File: config.mk
export PLATFORM = sky130hd
export DESIGN_NAME = local_predictor_bank
export DESIGN_NICKNAME = d
export VERILOG_FILES = /design/src/rtl/local_predictor_bank.sv
export SDC_FILE = /design/constraint.sdc
export NUM_CORES = 1
export LEC_CHECK = 0
export BUFFER_PORTS_ARGS = -buffer_cell sky130_fd_sc_hd__clkbuf_2
export CORE_MARGIN = 8
export CORE_UTILIZATION = 46
export DETAILED_ROUTE_END_ITERATION = 16
export GPL_ROUTABILITY_DRIVEN = 1
export PLACE_DENSITY_LB_ADDON = 0.2
export SLEW_MARGIN = 20
export SYNTH_ARGS = -nofsm -noshare
export SYNTH_HDL_FRONTEND = slang
export SYNTH_SLANG_ARGS = --single-unit
File: constraint.sdc
create_clock -name clk -period 7.8 [get_ports clk]
set_input_delay 1.95 -clock clk [delete_from_list [all_inputs] [get_ports clk]]
set_output_delay 1.95 -clock clk [all_outputs]
set_load 0.01 [all_outputs]
File: src/rtl/local_predictor_bank.sv
// rtl/local_predictor_bank.sv - four local tables of 2-bit saturating branch counters
module local_predictor_bank #(
  parameter int INDEX_WIDTH = 5
) (
  input  logic                   clk,
  input  logic                   reset,
  input  logic [1:0]             LocalSrc,
  input  logic [INDEX_WIDTH-1:0] PCIndexF,
  input  logic [INDEX_WIDTH-1:0] PCIndexE,
  input  logic                   BranchOpEb0,
  input  logic                   PCSrcResE,
  output logic                   PredTakenF
);

  // The four tables are stored as one flat array addressed by {table, index}.
  localparam int ADDR_W = INDEX_WIDTH + 2;
  localparam int DEPTH  = 1 << ADDR_W;

  localparam logic [1:0] CNT_SN = 2'b00;
  localparam logic [1:0] CNT_WN = 2'b01;
  localparam logic [1:0] CNT_ST = 2'b11;

  logic [1:0]        cnt_q [DEPTH];
  logic [1:0]        upd_cnt_d;
  logic [ADDR_W-1:0] rd_addr;
  logic [ADDR_W-1:0] wr_addr;

  assign rd_addr = {LocalSrc, PCIndexF};
  assign wr_addr = {LocalSrc, PCIndexE};

  // No bypass: a same-cycle update only becomes visible after the edge.
  assign PredTakenF = cnt_q[rd_addr][1];

  // Saturating step of the counter addressed by the resolving branch.
  always_comb begin
    upd_cnt_d = cnt_q[wr_addr];
    if (PCSrcResE) begin
      if (cnt_q[wr_addr] != CNT_ST) upd_cnt_d = cnt_q[wr_addr] + 2'b01;
    end else begin
      if (cnt_q[wr_addr] != CNT_SN) upd_cnt_d = cnt_q[wr_addr] - 2'b01;
    end
  end

  // Reset all counters to weakly untaken; otherwise train one counter per resolved branch.
  always_ff @(posedge clk) begin
    if (reset) begin
      for (int i = 0; i < DEPTH; i++) cnt_q[i] <= CNT_WN;
    end else if (BranchOpEb0) begin
      cnt_q[wr_addr] <= upd_cnt_d;
    end
  end

endmodule

Word-level counts from Yosys, hierarchy flattened
Memory sizes are Yosys's and may differ from the RTL's.
Cells that the tools add are included.
{ "totals": {"in_bits": 16, "output_inout_bits": 1, "reg_bits": 0, "n_memories": 1, "mem_bits_rw": 256} }
{ "mem_list": {"columns": ["name", "words", "word_bits", "read_ports", "rd_ports_with_merged_regs", "wr", "line", "text"], "rows": [
  ["cnt_q", 128, 2, 2, 0, 128, "23", "logic [1:0] cnt_q [DEPTH];"]
]} }
{ "op_classes": {"muxes": 11, "eq_ne": 1, "reduce_logical": 2, "add_sub_neg": 2} }
{ "ops": {"columns": ["op", "n"], "rows": [
  ["$mux W2", 4],
  ["$mux W7", 1],
  ["$mux W1", 6],
  ["$add A2 B1 Y2 const B", 1],
  ["$ne A2 B2 Y1 const B", 1],
  ["$reduce_bool A2 Y1", 1],
  ["$reduce_or A2 Y1", 1],
  ["$sub A2 B1 Y2 const B", 1]
]} }

Longest topological paths before layout
Gate-level depths: netlist of run 1.
{ "logic_depth": {"word_depth": 5, "ltp_mapped": 13} }

Worst setup path before layout of run 1
No wires, ideal clock.
{ "synth_timing": {"path_kind": "input to output", "startpoint": "in PCIndexF[0]", "endpoint": "out PredTakenF", "cell_stages": 6, "arrival_time_ps": 4195, "required_ps": 5850, "setup_slack_ps": 1655, "path_cell_list": "clkbuf_1 > buf_2 > mux4_2 > mux4_2 > mux4_2 > mux2_2"} }
{ "synth_via": {"elab_chain_cells": 1} }
{ "synth_lines": {"columns": ["element", "line", "text"], "rows": [
  ["start: declaration", "8", "input logic [INDEX_WIDTH-1:0] PCIndexF,"],
  ["$mem_v2 Z128 W2", null, null],
  ["end: declaration", "12", "output logic PredTakenF"]
]} }
Every way passes these cells.

Final worst setup path of run 1
Ends and elaborated chain as after synthesis.

==> metrics.log, run 1 <==
[metrics] area occupied by multi-input gates: slightly above 0.006 mm^2
[metrics] final setup violation count: 0
[metrics] static leakage power: 5.29 nW
[metrics] most frequent cells in the layout: 256 x sky130_fd_sc_hd__edfxtp_1, 233 x sky130_fd_sc_hd__nand2_1, 115 x sky130_fd_sc_hd__a21oi_1
[metrics] P per Cell Area: ~210 mW/mm^2
[metrics] first-pass iteration count of the detailed router: 6
[metrics] RSZ-0062 raised after global routing: false
[metrics] result of the run: complete, no violations
[metrics] register share of total power: 46.7%
[metrics] mean post-synth cell area: approximately 12 um^2
[metrics] Comb pwr share: 13.8%
[metrics] Clock Latency Late Sink: ~570 ps
[metrics] async set or reset register ratio after synthesis: 0%
[metrics] normalized max-slew margin: between 20% and 30%
[metrics] largest driver fanout on the critical path: 20
[metrics] fill cell count: about 2,800
[metrics] Worst Min Path Start: cnt_q[1][0]
[metrics] pin count of the biggest net entering global routing: between 100 and 150
[metrics] largest registers: cnt_q (256)
[metrics] global-route wire length before repair: 67.1 mm
[metrics] hold-fix buffers at CTS: 0
[metrics] DRC viols: 0
[metrics] count of cell types in the netlist: 69
[metrics] source of the worst register-to-register timing path: cnt_q[75][1]
[metrics] vias in the first global route: 10,600
[metrics] die outline area: 0.0375 mm^2
[metrics] number of antenna repair diodes: 0
[metrics] I/O pins: 17
[metrics] launching element type of the critical path: primary input
[metrics] register-to-register setup slack: roughly 4500 ps
[metrics] register area: roughly 0.0077 mm^2
[metrics] maximum vdd drop: 0.161 mV
[metrics] most common cell after layout, fill and taps aside: sky130_fd_sc_hd__edfxtp_1
[metrics] count of placed standard cells including taps: 1,534
[metrics] number of post-CTS setup repair buffers: 0
[metrics] number of standard cells in the layout, taps in and fillers out: between 1,500 and 2,000
[metrics] Hold Fails Final Rpt: 0
[metrics] post-DR vias/cell: 6.78
[metrics] post-detailed-routing wire length: 44.7 mm
[metrics] Netlist Area Pre-Place: 0.0145 mm^2
[metrics] number of sinks driven by the clock tree: 256
[metrics] Synth Register Bits: 256
[metrics] Post-synth EDFFs: 256
[metrics] timing-limited maximum frequency: 151 MHz
[metrics] detailed-route wire length per cell: ~28 um
[metrics] routed via count: 10,800
[metrics] number of buffers created by CTS: 29
[metrics] violation count after the first detailed-routing iteration: approximately 1,100
[metrics] number of buffers on the longest clock path: 3
[metrics] main combinational cell family by area after synthesis: compound AO/OA/AOI/OAI gates
[metrics] worst hold path type: reg -> reg
[metrics] setup TNS: 0 ps
[metrics] standard-cell rows: 65
[metrics] path depth of the worst reg2reg path: 8
[metrics] layout-stage area growth over the synthesis result: 7.63%
[metrics] total nets after synthesis: 1,228
[metrics] worst-margin pin slew: approximately 1200 ps
[metrics] start-to-end type of the worst setup path: in -> out
[metrics] root buf cell: sky130_fd_sc_hd__clkbuf_16
[metrics] number of instances in the synthesized netlist: 1,212
[metrics] area share of fa/ha/maj cells after synthesis: 0%
[metrics] worst endpoint required time: between 5000 and 6000 ps
[metrics] Max Clock Skew: 24.4 ps
[metrics] proportion of power drawn by the clock network: approximately two fifths
[metrics] Critical Path Sink Type: primary output
[metrics] Post-Synth Simple-Gate Area: 10.2%
[metrics] worst setup path start: PCIndexF[0]
[metrics] Primary FF master, synth: sky130_fd_sc_hd__edfxtp_1
[metrics] reg-to-reg critical path endpoint: cnt_q[2][1]
[metrics] # resized after CTS: 0
[metrics] Congestion Overflow GR: 0
[metrics] share of synthesized area occupied by flip-flops and latches: 52.9%
[metrics] TritonCTS clock tree: built
[metrics] combined global-route utilization of all metal layers: a little under a quarter
[metrics] Port-buffer cells: 16
[metrics] max cap viols: 0
[metrics] number of H-tree levels: 1
[metrics] half-perimeter wire length after placement: ~28 mm
[metrics] layout net count: 1,179
[metrics] end point of the critical path: PredTakenF
[metrics] Compound-Gate Fraction of Synth Area: 17.6%
[metrics] placeable core area: 0.0313 mm^2
[metrics] final weighted congestion in routability-driven placement: 0.864
[metrics] post-layout min period: roughly 6600 ps
[metrics] Reg with most FFs: cnt_q
[metrics] clock-pin slew of the registers on the worst-case setup and hold paths: 60 ps
[metrics] Period Utilization, post-route: between 80% and 90%
[metrics] Die H: a little under 200 um
[metrics] multiplexer share of the synthesized area: 14.2%
[metrics] antenna violation net count after detailed routing: 0
[metrics] Int Power: 2.42 mW
[metrics] NetSw: 935 uW
[metrics] xor/xnor share of the synthesized area: 0%
[metrics] initial antenna violation count: 1
[metrics] switching share of total power: 27.9%
[metrics] horizontal die dimension: 194 um
[metrics] Yosys warning count: 0
[metrics] final-report max-slew violation count: 0
[metrics] Data arrival, critical path: ~4700 ps
[metrics] number of flip-flops in the largest register: 256
[metrics] fraction of layout cells with a size suffix above 1: 17.8%
[metrics] initial cell density of the core: 46.4%
==> cells by family (layout without fill, tap and decap cells) <==
family / after synthesis / in the layout
compound gates: 374 / 374
buf+inv: 133 / 107
simple gates: 340 / 340
mux: 109 / 109
flops: 256 / 256
==> power groups by stage <==
stage                     logic [mW]  registers (mW)  clock network [mW]
after global placement         0.455            1.59                   0
final                          0.463            1.56                1.33
after detailed placement       0.455            1.59                   0
after CTS                      0.457            1.56                1.33
after floorplan                0.333            1.58                   0
after global routing           0.485            1.57                1.38
==> final cells by class <==
cell class	count	area share, %
clock inverters	25	1.21
multi-input cells	823	39.2
flip-flops and latches	256	49.2
repair buffers	50	2.50
well taps	402	3.22
inverters	3	0.0880
clock buffers	29	4.64
==> Yosys cell counts (all sizes together) (4+ instances only) <==
library cell / count / area, um^2
mux4: 76 / 1710
a31oi: 6 / 43.8
a21oi: 116 / 584
a221oi: 4 / 35.0
edfxtp: 256 / 7690
o21ai: 34 / 170
nand2b: 9 / 56.3
buf: 91 / 597
nor3: 13 / 65.1
a2111oi: 5 / 50.0
mux2i: 22 / 220
a21boi: 6 / 45.1
a22oi: 13 / 97.6
and2: 6 / 37.5
clkbuf: 39 / 146
nand4: 6 / 37.5
nand3: 11 / 60.1
or3b: 4 / 35.0
o22ai: 9 / 56.3
a211oi: 21 / 213
o21bai: 104 / 781
nor2: 34 / 135
mux2: 11 / 124
nor2b: 8 / 50.1
nand2: 233 / 875
o211ai: 24 / 180
==> stage by stage <==
stage          power (mW)  setup slack, ps  hold slack, ps  instance area, um^2  utilization, %
2_1_floorplan        1.91             1650            1180                14500               -
3_3_place_gp         2.05             1160            1440                14700            47.0
3_5_place_dp         2.05             1110            1440                14700            47.0
4_1_cts              3.35             1110            1440                15600            49.9
5_1_grt              3.43             1050            1490                15600            49.9
6_report             3.35             1180            1410                15600            49.9
==> layer usage <==
layer | wire length (um) | part of all wire, % | vias up | GRT usage, %
li1 | - | - | 4577 | -
met1 | 17900 | 40 | 5486 | 31.4
met2 | 20600 | 46 | 588 | 36.2
met3 | 4410 | 9.9 | 121 | 4.67
met4 | 1780 | 4.0 | 2 | 8.92
met5 | 9 | 0.020 | - | 0
==> worst max-delay path, cell delays in order <==
cell,delay (ps)
sky130_fd_sc_hd__clkbuf_2,420
sky130_fd_sc_hd__buf_12,280
sky130_fd_sc_hd__mux4_2,510
sky130_fd_sc_hd__mux4_2,520
sky130_fd_sc_hd__mux4_2,520
sky130_fd_sc_hd__mux2_2,310
sky130_fd_sc_hd__clkbuf_2,130
==> how the worst min path moves through the flow <==
stage,slack (ps),depth (start not counted),end
after floorplan,1180,6,cnt_q[10][1]
after global placement,1440,6,cnt_q[51][1]
after detailed placement,1440,6,cnt_q[47][1]
after CTS,1440,6,cnt_q[60][1]
after global routing,1490,6,cnt_q[55][1]
final,1410,6,cnt_q[47][1]
Power figures use the tool's default switching activity.
==> run 2, diff against run 1 <==
==> constraint.sdc (replaced) <==
create_clock -name clk -period 6.65 [get_ports clk]
set_input_delay 1.6625 -clock clk [delete_from_list [all_inputs] [get_ports clk]]
set_output_delay 1.6625 -clock clk [all_outputs]
set_load 0.01 [all_outputs]
==> run 2 against run 1 <==
  * Highest routed layer is now met4
  * First-iteration DRC count grew 22%
  * Sequential power grew 17%
  * Worst setup slack lost 280 ps
  * Critical path depth is the same
  * Register-to-register slack lost 1100 ps
  * Clock power grew 14%
  * Via count is essentially flat
  * Routed wire length grew 0.16%
  * Clock-buffer cell count grew 5
==> metrics.log, run 2 (synthesis gave the netlist of run 1 again) <==
[metrics] result of the run: complete, no violations
[metrics] number of antenna repair diodes: 0
[metrics] first-pass iteration count of the detailed router: 7
[metrics] launching element type of the critical path: primary input
[metrics] standard-cell rows: 65
[metrics] area occupied by multi-input gates: slightly above 0.006 mm^2
[metrics] most common cell after layout, fill and taps aside: sky130_fd_sc_hd__edfxtp_1
[metrics] initial antenna violation count: 0
[metrics] DP Worst Slack: 871 ps
[metrics] Data arrival, critical path: between 4000 and 5000 ps
[metrics] proportion of power drawn by the clock network: 38.9%
[metrics] most frequent cells in the layout: 256 x sky130_fd_sc_hd__edfxtp_1, 233 x sky130_fd_sc_hd__nand2_1, 115 x sky130_fd_sc_hd__a21oi_1
[metrics] switching share of total power: 27.3%
[metrics] final weighted congestion in routability-driven placement: 0.913
[metrics] Worst Min Path Start: cnt_q[1][0]
[metrics] number of buffers created by CTS: 28
[metrics] number of buffers on the longest clock path: 3
[metrics] clock-pin slew of the registers on the worst-case setup and hold paths: ~70 ps
[metrics] Max Clock Skew: 17.2 ps
[metrics] largest registers: cnt_q (256)
[metrics] path depth of the worst reg2reg path: 8
[metrics] horizontal die dimension: approximately 190 um
[metrics] antenna violation net count after detailed routing: 0
[metrics] register area: 0.00769 mm^2
[metrics] met1 track demand over resource: 32.1%
[metrics] slowest stage cell, crit path: sky130_fd_sc_hd__mux4_2
[metrics] static leakage power: 5.30 nW
[metrics] start-to-end type of the worst setup path: in -> out
[metrics] register share of total power: a little under half
[metrics] setup slack of the critical path after layout: 899 ps
[metrics] cell occurring most often along the worst timing path: sky130_fd_sc_hd__mux4_2
[metrics] worst endpoint required time: 4990 ps
[metrics] post-layout min period: 5750 ps
[metrics] Port-buffer cells: 16
[metrics] violation count after the first detailed-routing iteration: 1,322
[metrics] initial cell density of the core: 46.4%
[metrics] Top Usage Layer GRT: met2
[metrics] Clock Latency Late Sink: 550 ps
[metrics] Period Utilization, post-route: 86.5%
[metrics] worst hold path type: reg -> reg
[metrics] global routing usage on met3: 4.29%
[metrics] layout net count: 1,179
[metrics] RSZ-0062 raised after global routing: false
[metrics] register-to-register setup slack: around 3400 ps
[metrics] fraction of layout cells with a size suffix above 1: ~17%
[metrics] pin count of the biggest net entering global routing: 85
[metrics] P per Cell Area: ~250 mW/mm^2
[metrics] largest driver fanout on the critical path: 32
[metrics] NetSw: roughly 1.1 mW
[metrics] final core occ: 50.0%
[metrics] number of H-tree levels: 1
[metrics] final-report max-slew violation count: 0
[metrics] detailed-route wire length per cell: 28.2 um
[metrics] TritonCTS clock tree: built
[metrics] source of the worst register-to-register timing path: cnt_q[107][1]
[metrics] number of flip-flops in the largest register: between 200 and 300
[metrics] setup TNS: 0 ps
[metrics] half-perimeter wire length after placement: 28.4 mm
[metrics] die outline area: between 0.03 and 0.04 mm^2
[metrics] root buf cell: sky130_fd_sc_hd__clkbuf_16
[metrics] Die H: 194 um
[metrics] ordered list of cells on the worst path: clkbuf_2 -> buf_12 -> mux4_2 -> mux4_2 -> mux4_2 -> mux2_2 -> clkbuf_2
[metrics] count of cells along the worst hold path: 6
[metrics] maximum vdd drop: 0.204 mV
[metrics] fill cell count: 2,718
[metrics] Int Power: 2.84 mW
[metrics] Congestion Overflow GR: 0
[metrics] DRC viols: 0
[metrics] post-detailed-routing wire length: 44.7 mm
[metrics] Worst path max stage delay: 550 ps
[metrics] timing-limited maximum frequency: 174 MHz
[metrics] vias in the first global route: 10,500
[metrics] number of post-CTS setup repair buffers: 0
[metrics] placeable core area: approximately 0.031 mm^2
[metrics] number of sinks driven by the clock tree: 256
[metrics] final setup violation count: 0
[metrics] combined global-route utilization of all metal layers: 23.4%
[metrics] I/O pins: 17
[metrics] normalized max-slew margin: 30.7%
[metrics] met2 track demand over resource in global routing: a little over a third
[metrics] Critical Path Sink Type: primary output
[metrics] worst-margin pin slew: 1030 ps
[metrics] reg-to-reg critical path endpoint: cnt_q[108][1]
[metrics] hold-fix buffers at CTS: 0
[metrics] max cap viols: 0
[metrics] Comb pwr share: 14.1%
[metrics] Hold Fails Final Rpt: 0
[metrics] global-route wire length before repair: ~68 mm
[metrics] routed via count: 10,800
[metrics] layout-stage area growth over the synthesis result: 7.70%
[metrics] # resized after CTS: 0
[metrics] Min-Delay Endpoint: cnt_q[4][1]
[metrics] post-DR vias/cell: 6.80
[metrics] Reg with most FFs: cnt_q
-- run 2: cell types whose count changed in the layout (fill, tap and decap cells not counted), sizes merged --
cell,previous run,this run
buf,36,37
clkbuf,43,48
clkinv,16,14
inv,3,2
clkinvlp,7,1
-- run 2: final cells by class --
| cell class | count | area share [%] |
|---|---|---|
| Sequential cell | 256 | 49.1 |
| Multi-Input combinational cell | 823 | 39.2 |
| Clock buffer | 34 | 4.76 |
| Tap cell | 402 | 3.22 |
| Timing Repair Buffer | 51 | 2.78 |
| Clock inverter | 16 | 0.848 |
| Inverter | 3 | 0.0880 |
-- run 2: layer usage --
metal / vias to the layer above / wire, um
li1: 4581 / -
met5: - / 0
met1: 5470 / 17800
met3: 117 / 4390
met2: 612 / 20700
met4: 0 / 1910
-- run 2: worst max-delay path by stage --
| stage | slack [ps] | to | start | cells after the start |
|---|---|---|---|---|
| after floorplan | 1080 | PredTakenF | PCIndexF[0] | 6 |
| after global placement | 890 | PredTakenF | PCIndexF[0] | 7 |
| after detailed placement | 870 | PredTakenF | PCIndexF[0] | 7 |
| after CTS | 870 | PredTakenF | PCIndexF[0] | 7 |
| after global routing | 850 | PredTakenF | PCIndexF[0] | 7 |
| final | 900 | PredTakenF | PCIndexF[0] | 7 |
-- run 2: power groups by stage --
stage / Sequential, mW / Clock [mW] / Combinational [mW]
floorplan: 1.85 / 0 / 0.390
global placement: 1.87 / 0 / 0.541
detailed placement: 1.87 / 0 / 0.544
CTS: 1.83 / 1.53 / 0.545
global route: 1.84 / 1.59 / 0.578
finish: 1.83 / 1.52 / 0.551
-- run 2: stage by stage --
stage          instance area, um^2  hold slack (ps)  cells  total power [mW]
3_3_place_gp                 14800             1480   1535              2.41
6_report                     15600             1500   1585              3.90
3_5_place_dp                 14800             1490   1535              2.41
5_1_grt                      15600             1560   1585              4.00
4_1_cts                      15600             1500   1585              3.91
2_1_floorplan                14500             1180   1212              2.24
-- run 2: worst max-delay path, delay by kind of cell --
| kind | cells | cell delay, ps |
|---|---|---|
| muxes | 4 | 1910 |
| buffers and inverters | 3 | 490 |
